## src/rtl/data_mem_arbiter_if.sv

```systemverilog
// Requester and memory-side bundle for the data memory arbiter.
// The arbiter takes the slave view; requesters and the memory take the master view.
interface data_mem_arbiter_if #(
    parameter int ADDR_W  = 32,
    parameter int DATA_W  = 32,
    parameter int BURST_W = 4
);
    logic              p0_req;
    logic              p0_we;
    logic [ADDR_W-1:0] p0_addr;
    logic [DATA_W-1:0] p0_wdata;
    logic              p0_gnt;
    logic              p0_rvalid;
    logic [DATA_W-1:0] p0_rdata;

    logic               p1_req;
    logic               p1_we;
    logic [ADDR_W-1:0]  p1_addr;
    logic [BURST_W-1:0] p1_len;
    logic [DATA_W-1:0]  p1_wdata;
    logic               p1_gnt;
    logic               p1_done;
    logic               p1_rvalid;
    logic [DATA_W-1:0]  p1_rdata;

    logic              MemWrite;
    logic              MemRead;
    logic [ADDR_W-1:0] Mem_Addr;
    logic [DATA_W-1:0] wr_data;
    logic [DATA_W-1:0] rd_data;

    modport slave (
        input  p0_req, p0_we, p0_addr, p0_wdata,
        output p0_gnt, p0_rvalid, p0_rdata,
        input  p1_req, p1_we, p1_addr, p1_len, p1_wdata,
        output p1_gnt, p1_done, p1_rvalid, p1_rdata,
        output MemWrite, MemRead, Mem_Addr, wr_data,
        input  rd_data
    );

    modport master (
        output p0_req, p0_we, p0_addr, p0_wdata,
        input  p0_gnt, p0_rvalid, p0_rdata,
        output p1_req, p1_we, p1_addr, p1_len, p1_wdata,
        input  p1_gnt, p1_done, p1_rvalid, p1_rdata,
        input  MemWrite, MemRead, Mem_Addr, wr_data,
        output rd_data
    );
endinterface

```

## src/rtl/data_mem_arbiter.sv

```systemverilog
// Two-port arbiter/sequencer in front of a single-port word-addressed data memory.
// Port 0: single-beat priority path. Port 1: fixed-length bursts with starvation guard.
module data_mem_arbiter #(
    parameter int ADDR_W   = 32,
    parameter int DATA_W   = 32,
    parameter int BURST_W  = 4,
    parameter int MAX_WAIT = 4
) (
    input  logic             clk,
    input  logic             reset,
    data_mem_arbiter_if.slave bus
);
    localparam int WAIT_W = $clog2(MAX_WAIT + 1);

    typedef enum logic {IDLE, BURST} state_e;

    state_e             state_q;
    logic [BURST_W-1:0] cnt_q;
    logic [ADDR_W-1:0]  addr_q;
    logic               we_q;
    logic [WAIT_W-1:0]  wait_q;
    logic               p0_rvalid_q;
    logic [DATA_W-1:0]  p0_rdata_q;
    logic               p1_rvalid_q;
    logic [DATA_W-1:0]  p1_rdata_q;

    logic idle;
    logic starved;
    logic p0_win;
    logic p1_win;
    logic burst;
    logic p1_beat;
    logic p1_we_eff;
    logic last;

    // Everything combinational is gated by reset so outputs drop immediately
    assign idle      = reset & (state_q == IDLE);
    assign burst     = reset & (state_q == BURST);
    assign starved   = (wait_q == WAIT_W'(MAX_WAIT));
    assign p0_win    = idle & bus.p0_req & ~(bus.p1_req & starved);
    assign p1_win    = idle & bus.p1_req & ~p0_win;
    assign p1_beat   = p1_win | burst;
    assign p1_we_eff = burst ? we_q : bus.p1_we;
    assign last      = p1_win ? (bus.p1_len == '0)
                              : (cnt_q == BURST_W'(1));

    assign bus.p0_gnt    = p0_win;
    assign bus.p1_gnt    = p1_beat;
    assign bus.p1_done   = p1_beat & last;
    assign bus.p0_rvalid = p0_rvalid_q;
    assign bus.p0_rdata  = p0_rdata_q;
    assign bus.p1_rvalid = p1_rvalid_q;
    assign bus.p1_rdata  = p1_rdata_q;

    always_comb begin
        bus.MemWrite = 1'b0;
        bus.MemRead  = 1'b0;
        bus.Mem_Addr = '0;
        bus.wr_data  = '0;
        unique case (1'b1)
            p0_win: begin
                bus.MemWrite = bus.p0_we;
                bus.MemRead  = ~bus.p0_we;
                bus.Mem_Addr = bus.p0_addr;
                bus.wr_data  = bus.p0_wdata;
            end
            p1_win: begin
                bus.MemWrite = bus.p1_we;
                bus.MemRead  = ~bus.p1_we;
                bus.Mem_Addr = bus.p1_addr;
                bus.wr_data  = bus.p1_wdata;
            end
            burst: begin
                bus.MemWrite = we_q;
                bus.MemRead  = ~we_q;
                bus.Mem_Addr = addr_q;
                bus.wr_data  = bus.p1_wdata;
            end
            default: ;
        endcase
    end

    always_ff @(posedge clk or negedge reset) begin
        if (!reset) begin
            state_q     <= IDLE;
            cnt_q       <= '0;
            addr_q      <= '0;
            we_q        <= 1'b0;
            wait_q      <= '0;
            p0_rvalid_q <= 1'b0;
            p0_rdata_q  <= '0;
            p1_rvalid_q <= 1'b0;
            p1_rdata_q  <= '0;
        end else begin
            p0_rvalid_q <= p0_win & ~bus.p0_we;
            if (p0_win & ~bus.p0_we) p0_rdata_q <= bus.rd_data;
            p1_rvalid_q <= p1_beat & ~p1_we_eff;
            if (p1_beat & ~p1_we_eff) p1_rdata_q <= bus.rd_data;

            if (p1_win) begin
                wait_q <= '0;
            end else if (idle & bus.p1_req & ~starved) begin
                wait_q <= wait_q + WAIT_W'(1);
            end

            unique case (state_q)
                IDLE: begin
                    if (p1_win) begin
                        we_q   <= bus.p1_we;
                        addr_q <= bus.p1_addr + ADDR_W'(1);
                        cnt_q  <= bus.p1_len;
                        if (bus.p1_len != '0) state_q <= BURST;
                    end
                end
                BURST: begin
                    addr_q <= addr_q + ADDR_W'(1);
                    cnt_q  <= cnt_q - BURST_W'(1);
                    if (cnt_q == BURST_W'(1)) state_q <= IDLE;
                end
                default: state_q <= IDLE;
            endcase
        end
    end
endmodule
```

## src/flat_wrapper.sv

```systemverilog
// flat-port wrapper written by rule: the top's interface ports become plain ports
module data_mem_arbiter_flat 
#(
    parameter int ADDR_W   = 32,
    parameter int DATA_W   = 32,
    parameter int BURST_W  = 4,
    parameter int MAX_WAIT = 4
)
  (clk, reset, bus_p0_req, bus_p0_we, bus_p0_addr, bus_p0_wdata, bus_p0_gnt, bus_p0_rvalid, bus_p0_rdata, bus_p1_req, bus_p1_we, bus_p1_addr, bus_p1_len, bus_p1_wdata, bus_p1_gnt, bus_p1_done, bus_p1_rvalid, bus_p1_rdata, bus_MemWrite, bus_MemRead, bus_Mem_Addr, bus_wr_data, bus_rd_data);
  data_mem_arbiter_if #(.ADDR_W(ADDR_W), .DATA_W(DATA_W), .BURST_W(BURST_W)) bus_i ();
  input  logic clk;
  input  logic reset;
  input wire logic [$bits(bus_i.p0_req)-1:0] bus_p0_req;
  input wire logic [$bits(bus_i.p0_we)-1:0] bus_p0_we;
  input wire logic [$bits(bus_i.p0_addr)-1:0] bus_p0_addr;
  input wire logic [$bits(bus_i.p0_wdata)-1:0] bus_p0_wdata;
  output wire logic [$bits(bus_i.p0_gnt)-1:0] bus_p0_gnt;
  output wire logic [$bits(bus_i.p0_rvalid)-1:0] bus_p0_rvalid;
  output wire logic [$bits(bus_i.p0_rdata)-1:0] bus_p0_rdata;
  input wire logic [$bits(bus_i.p1_req)-1:0] bus_p1_req;
  input wire logic [$bits(bus_i.p1_we)-1:0] bus_p1_we;
  input wire logic [$bits(bus_i.p1_addr)-1:0] bus_p1_addr;
  input wire logic [$bits(bus_i.p1_len)-1:0] bus_p1_len;
  input wire logic [$bits(bus_i.p1_wdata)-1:0] bus_p1_wdata;
  output wire logic [$bits(bus_i.p1_gnt)-1:0] bus_p1_gnt;
  output wire logic [$bits(bus_i.p1_done)-1:0] bus_p1_done;
  output wire logic [$bits(bus_i.p1_rvalid)-1:0] bus_p1_rvalid;
  output wire logic [$bits(bus_i.p1_rdata)-1:0] bus_p1_rdata;
  output wire logic [$bits(bus_i.MemWrite)-1:0] bus_MemWrite;
  output wire logic [$bits(bus_i.MemRead)-1:0] bus_MemRead;
  output wire logic [$bits(bus_i.Mem_Addr)-1:0] bus_Mem_Addr;
  output wire logic [$bits(bus_i.wr_data)-1:0] bus_wr_data;
  input wire logic [$bits(bus_i.rd_data)-1:0] bus_rd_data;
  assign bus_i.p0_req = bus_p0_req;
  assign bus_i.p0_we = bus_p0_we;
  assign bus_i.p0_addr = bus_p0_addr;
  assign bus_i.p0_wdata = bus_p0_wdata;
  assign bus_p0_gnt = bus_i.p0_gnt;
  assign bus_p0_rvalid = bus_i.p0_rvalid;
  assign bus_p0_rdata = bus_i.p0_rdata;
  assign bus_i.p1_req = bus_p1_req;
  assign bus_i.p1_we = bus_p1_we;
  assign bus_i.p1_addr = bus_p1_addr;
  assign bus_i.p1_len = bus_p1_len;
  assign bus_i.p1_wdata = bus_p1_wdata;
  assign bus_p1_gnt = bus_i.p1_gnt;
  assign bus_p1_done = bus_i.p1_done;
  assign bus_p1_rvalid = bus_i.p1_rvalid;
  assign bus_p1_rdata = bus_i.p1_rdata;
  assign bus_MemWrite = bus_i.MemWrite;
  assign bus_MemRead = bus_i.MemRead;
  assign bus_Mem_Addr = bus_i.Mem_Addr;
  assign bus_wr_data = bus_i.wr_data;
  assign bus_i.rd_data = bus_rd_data;
  data_mem_arbiter #(.ADDR_W(ADDR_W), .DATA_W(DATA_W), .BURST_W(BURST_W), .MAX_WAIT(MAX_WAIT)) u_core (.clk(clk), .reset(reset), .bus(bus_i));
endmodule
```

## config.mk

```make
export PLATFORM = sky130hd
export DESIGN_NAME = data_mem_arbiter_flat
export DESIGN_NICKNAME = d
export VERILOG_FILES = /design/src/rtl/data_mem_arbiter_if.sv /design/src/rtl/data_mem_arbiter.sv /design/src/flat_wrapper.sv
export SDC_FILE = /design/constraint.sdc
export NUM_CORES = 1
export LEC_CHECK = 0
export ABC_AREA = 1
export CORE_MARGIN = 2
export CORE_UTILIZATION = 46
export CTS_BUF_LIST = sky130_fd_sc_hd__clkbuf_8
export DETAILED_ROUTE_END_ITERATION = 7
export PLACE_DENSITY_LB_ADDON = 0.25
export SLEW_MARGIN = 20
export SYNTH_ARGS = -nofsm -noshare
export SYNTH_HDL_FRONTEND = slang
export SYNTH_SLANG_ARGS = --single-unit
```

## constraint.sdc

```tcl
create_clock -name clk -period 3.7 [get_ports clk]
set_input_delay 1.11 -clock clk [delete_from_list [all_inputs] [get_ports clk]]
set_output_delay 1.11 -clock clk [all_outputs]
set_load 0.005 [all_outputs]
```

# == Word level (Yosys, flattened, before mapping) ==
# Cells that the tools add are included.
# classes
bitwise_logic,20
addsub,4
div,0
shifts,0
multipliers,0
order_cmp,0
n_mux,16
n_reduce_logical,5
n_eq_ne,3
# ops
operator,n
32-bit case mux with 2 select lines,2
32-bit case mux with 3 select lines,1
"32-bit by 1-bit adder with 32-bit output, second input constant",2
32-bit 2-to-1 mux,1
1-bit AND,11
1-bit inverter,8
4-bit case mux with 2 select lines,1
3-bit 2-to-1 mux,2
1-bit case mux with 3 select lines,2
1-bit 2-to-1 mux,5
"4-bit by 1-bit == test with 1-bit output, second input constant",1
4-bit zero test,1
4-bit 2-to-1 mux,1
4-bit nonzero test,1
"4-bit by 1-bit subtractor with 4-bit output, second input constant",1
"3-bit by 1-bit adder with 3-bit output, second input constant",1
"3-bit == test, second input constant",1
"2-bit by 1-bit != test with 1-bit output, second input constant",1
1-bit case mux with 2 select lines,1
2-bit AND reduction,1
2-bit nonzero test,1
2-bit OR reduction,1
1-bit OR,1
# word_totals
mem_bits_rw,0
output_inout_bits,135
rom_bits,0
memories,0
elab_cells,57
latch_bits,0
regBits,107

# == Longest topological paths before layout ==
# Gate-level depths: netlist of run 1.
# depth
word_depth,8
mapped_depth,15

# == Least setup slack after synthesis of run 1 ==
# No wires, ideal clock.
# synth_timing
kind,input -> output
start,in reset
end,out bus_p1_done
path_buffers,1
t_arrival_ps,2058
cell_stages,7
path_slack_ps,532
cell_sequence,and3_1 -> nand2_1 -> nand2_4 -> nand2_1 -> buf_2 -> o211ai_1 -> inv_1
# synth_between
elab_chain_cells,7
# synth_rtl
element,line,rtl
from (decl),flat_wrapper.sv:12,input logic reset;
1-bit AND,data_mem_arbiter.sv:37,assign idle = reset & (state_q == IDLE);
1-bit AND (2 in a row),data_mem_arbiter.sv:40,assign p0_win = idle & bus.p0_req & ~(bus.p1_req & starved);
1-bit inverter,data_mem_arbiter.sv:41,assign p1_win = idle & bus.p1_req & ~p0_win;
1-bit AND,data_mem_arbiter.sv:41,
1-bit OR *,data_mem_arbiter.sv:42,assign p1_beat = p1_win | burst;
named net bus_p1_gnt,flat_wrapper.sv:25,output wire logic [$bits(bus_i.p1_gnt)-1:0] bus_p1_gnt;
1-bit AND *,data_mem_arbiter.sv:49,assign bus.p1_done = p1_beat & last;
to (decl),flat_wrapper.sv:26,output wire logic [$bits(bus_i.p1_done)-1:0] bus_p1_done;
# The timed path passes the listed nets; every way through them passes the cells marked *.

# == Final worst setup path of run 1 ==
# layout_timing
start,in bus_p1_req
end,out bus_wr_data[0]
# layout_between
elab_chain_cells,7
# layout_rtl
element,line,rtl
from (decl),flat_wrapper.sv:20,input wire logic [$bits(bus_i.p1_req)-1:0] bus_p1_req;
1-bit AND,data_mem_arbiter.sv:40,
1-bit inverter,data_mem_arbiter.sv:40,
1-bit AND,data_mem_arbiter.sv:40,
1-bit inverter,data_mem_arbiter.sv:41,
1-bit AND,data_mem_arbiter.sv:41,
2-bit OR reduction (no line),--,
32-bit case mux with 2 select lines *,data_mem_arbiter.sv:60,unique case (1'b1)
to (decl),flat_wrapper.sv:32,output wire logic [$bits(bus_i.wr_data)-1:0] bus_wr_data;
# Every way passes the cells marked *; elsewhere a longest branch is shown, timed or not.

==> results of run 1 <==
## through the flow
step           hold slack, ps  TNS (ps)  instances  utilization (%)
5_1_grt                 528.6    -19.29       1393            73.58
3_3_place_gp            453.0    -28060       1362            70.60
4_1_cts                 498.5         0       1390            73.33
3_5_place_dp            469.7    -28740       1362            70.60
6_report                499.0         0       1393            73.58
2_1_floorplan           448.8         0        897                -
## Yosys cell counts (all sizes together)
cell type | instances | share of area (%)
a21oi | 34 | 3.0
a22o | 32 | 4.3
and2 | 1 | 0.097
and3 | 1 | 0.097
buf | 29 | 3.3
clkbuf | 16 | 0.93
dfrtp | 107 | 41
ha | 5 | 0.97
inv | 91 | 5.3
nand2 | 322 | 20
nand3 | 76 | 5.9
nor2 | 80 | 5.3
nor3 | 1 | 0.077
nor3b | 1 | 0.12
o211ai | 18 | 2.1
o21a | 1 | 0.12
o21ai | 65 | 5.1
o21bai | 3 | 0.35
o221ai | 2 | 0.27
o22ai | 1 | 0.19
o41ai | 1 | 0.14
or2 | 3 | 0.29
xor2 | 7 | 0.95
## path summary, 6_finish.rpt
kind	start	endpoint	slack [ps]	cells after the start
worst min register to register	u_core.addr_q[31]$_DFFE_PN0P_	u_core.addr_q[31]$_DFFE_PN0P_	500	2
worst max register to register	u_core.state_q$_DFF_PN0_	u_core.addr_q[14]$_DFFE_PN0P_	1320	11
worst max-delay path	bus_p1_req	bus_wr_data[0]	50	10
min in group asynchronous	reset	u_core.wait_q[2]$_DFFE_PN0P_	650	2
worst min-delay path	u_core.addr_q[31]$_DFFE_PN0P_	u_core.addr_q[31]$_DFFE_PN0P_	500	2
max in group asynchronous	reset	u_core.bus.p1_rdata[7]$_DFFE_PN0P_	1700	4
## worst max-delay path, cell delays in order
cell           delay [ps]
dlygate4sd2_1         250
nand3_2                80
nand2_4                90
nand2_8               100
nand2_8                70
buf_4                 140
buf_12                120
buf_16                130
a22o_1                180
dlygate4sd2_1         260
## logic make-up after synthesis
kind of cell / after synthesis / share of synthesized area [%]
AOI/OAI and AO/OA: 157 / 15.58
buffers and inverters: 136 / 9.595
xor gates and xnor gates: 7 / 0.9498
adders and majority gates: 5 / 0.9692
and+or+nand+nor: 485 / 31.42
DFF: 107 / 41.48
## state kept, by name, indices dropped and copies added (netlist names)
| register | flops |
|---|---|
| u_core.state_q | 1 |
| u_core.bus.p1_rdata | 32 |
| u_core.wait_q | 3 |
| u_core.cnt_q | 4 |
| u_core.bus.p0_rvalid | 1 |
| u_core.bus.p1_rvalid | 1 |
| u_core.we_q | 1 |
| u_core.bus.p0_rdata | 32 |
| u_core.addr_q | 32 |
## layout make-up
class	instances	area (sq um)	area share, %
Antenna cell	2	5.005	0.04938
Tap cell	180	225.2	2.222
Multi-Input combinational cell	654	3218	31.75
Sequential cell	107	2679	26.43
Clock buffer	9	123.9	1.222
Clock inverter	7	80.08	0.7901
Inverter	91	351.6	3.469
Timing Repair Buffer	343	3452	34.06
## timing repair
item,in CTS,in global routing
buffers inserted,9,1
setup endpoints to repair,69,31
cloned,3,0
pin swaps,4,2
gates resized for setup,80,18
## report_power, final
group,total [mW],switching (mW),internal [mW],leakage (nW)
Combinational,3.83,1.94,1.89,3.32
Clock,0.728,0.458,0.270,0.0994
Sequential,2.04,0.322,1.71,1.29
## metal layers
| metal | wire length, um | vias to the layer above |
|---|---|---|
| met5 | 0 | - |
| met4 | 592 | 0 |
| met3 | 1572 | 37 |
| met2 | 11900 | 259 |
| met1 | 9191 | 3334 |
| li1 | - | 3504 |
==> impl_metrics.tcl, run 1 <==
set metrics [dict create \
    clock_sinks 107 \
    htreeDepth 3 \
    worstSkewPairLatency_ps 370 \
    syn_area_sq_mm 0.006455 \
    clockBufferDepth 2 \
    dieArea_sq_mm 0.01500 \
    grt_pass1_vias 6801 \
    globalRouteMet1Util_pct 38.15 \
    rows 43 \
    cts_tree "yes" \
    via_count 7134 \
    preCtsSetupSlack_ps -495.6 \
    io_pins 305 \
    top_usage_layer "met2" \
    synth.avg_cell_area_sq_um 7.196 \
    hpwl_mm 17.71 \
    crit_required_ps 2590 \
    finalNetCount 1381 \
    antenna_found_initial 2 \
    wire_per_inst_um 16.70 \
    final_area_sq_mm 0.01013 \
    maxSlewHeadroom_pct 43.37 \
    drtIter0Drc 513 \
    drive_gt1_share_pct 9.166 \
    pwr_density_cell_mw_per_mm2 651.2 \
    hold_buffers 0 \
    wl_mm 23.26 \
    yosys_warnings 0 \
    worst_pin_slew_ps 849.4 \
    hold_violations 0 \
    peakVddDrop_uv 286.2 \
    design_power_total_mw 6.600 \
    yosysSeqAreaShare_pct 41.48 \
    use_met2_pct 53.72 \
    rsz0062_at_grt "true" \
    critical_path_class "in -> out" \
    drv_cap 0 \
    numCtsBuffers 9 \
    die_y_um 122.5 \
    grt_max_degree 69 \
    port_buffers 304 \
    synth_fp_nets 1072 \
    finClkSkew_ps 4.924 \
    path_max_fanout 8 \
    final_common_cell "nand2_1" \
    layout_common_cells "nand2_1 (300), clkdlybuf4s50_1 (250), dfrtp_1 (106)" \
    drc 0 \
    synthCells 897 \
    drv_slew 0 \
    die_width_um 122.5 \
    grtUsageMet3_pct 5.623 \
    clk_pin_slew_worst_paths_ps 110 \
    gp_congestion 0.9273 \
    yosysUniqueCellTypes 35 \
    grt_overflow_total 0 \
    ys_seq_elements 107 \
    postRouteAntennaNets 0 \
    viasPerCell 5.121 \
    worst_slack_ps 47.75 \
    period_needed_ps 3652 \
    hold_class "reg -> reg" \
    p_leak_nw 4.705 \
    fmax_mhz 273.8 \
    fill_cells 1141 \
    track_usage_pct 30.83 \
    crit_path_end_kind "output port" \
    first_pass_iters 5 \
    dpl_cell_area_sq_mm 0.009724 \
    start_kind "primary input" \
    grt_pass1_wl_mm 35.82 \
    cts_root_buf "clkbuf_8" \
    core_area_sq_mm 0.01377 \
    initial_core_util_pct 46.87 \
    syn2layout_area_growth_pct 57.01 \
    arrival_ps 2540 \
    finalSetupViolCount 0 \
    status "finished, final reports clean" \
    min_period_over_period_pct 98.71 \
]
(Power assumes the default switching activity.)
==> run 2, diff against run 1 <==
--- a/config.mk
+++ b/config.mk
@@ -6,6 +6,7 @@
 export NUM_CORES = 1
 export LEC_CHECK = 0
 export ABC_AREA = 1
+export CAP_MARGIN = 20
 export CORE_MARGIN = 2
 export CORE_UTILIZATION = 46
 export CTS_BUF_LIST = sky130_fd_sc_hd__clkbuf_8
==> results of run 2 <==
No change in the layout: final DEF, timing and power equal those of run 1.
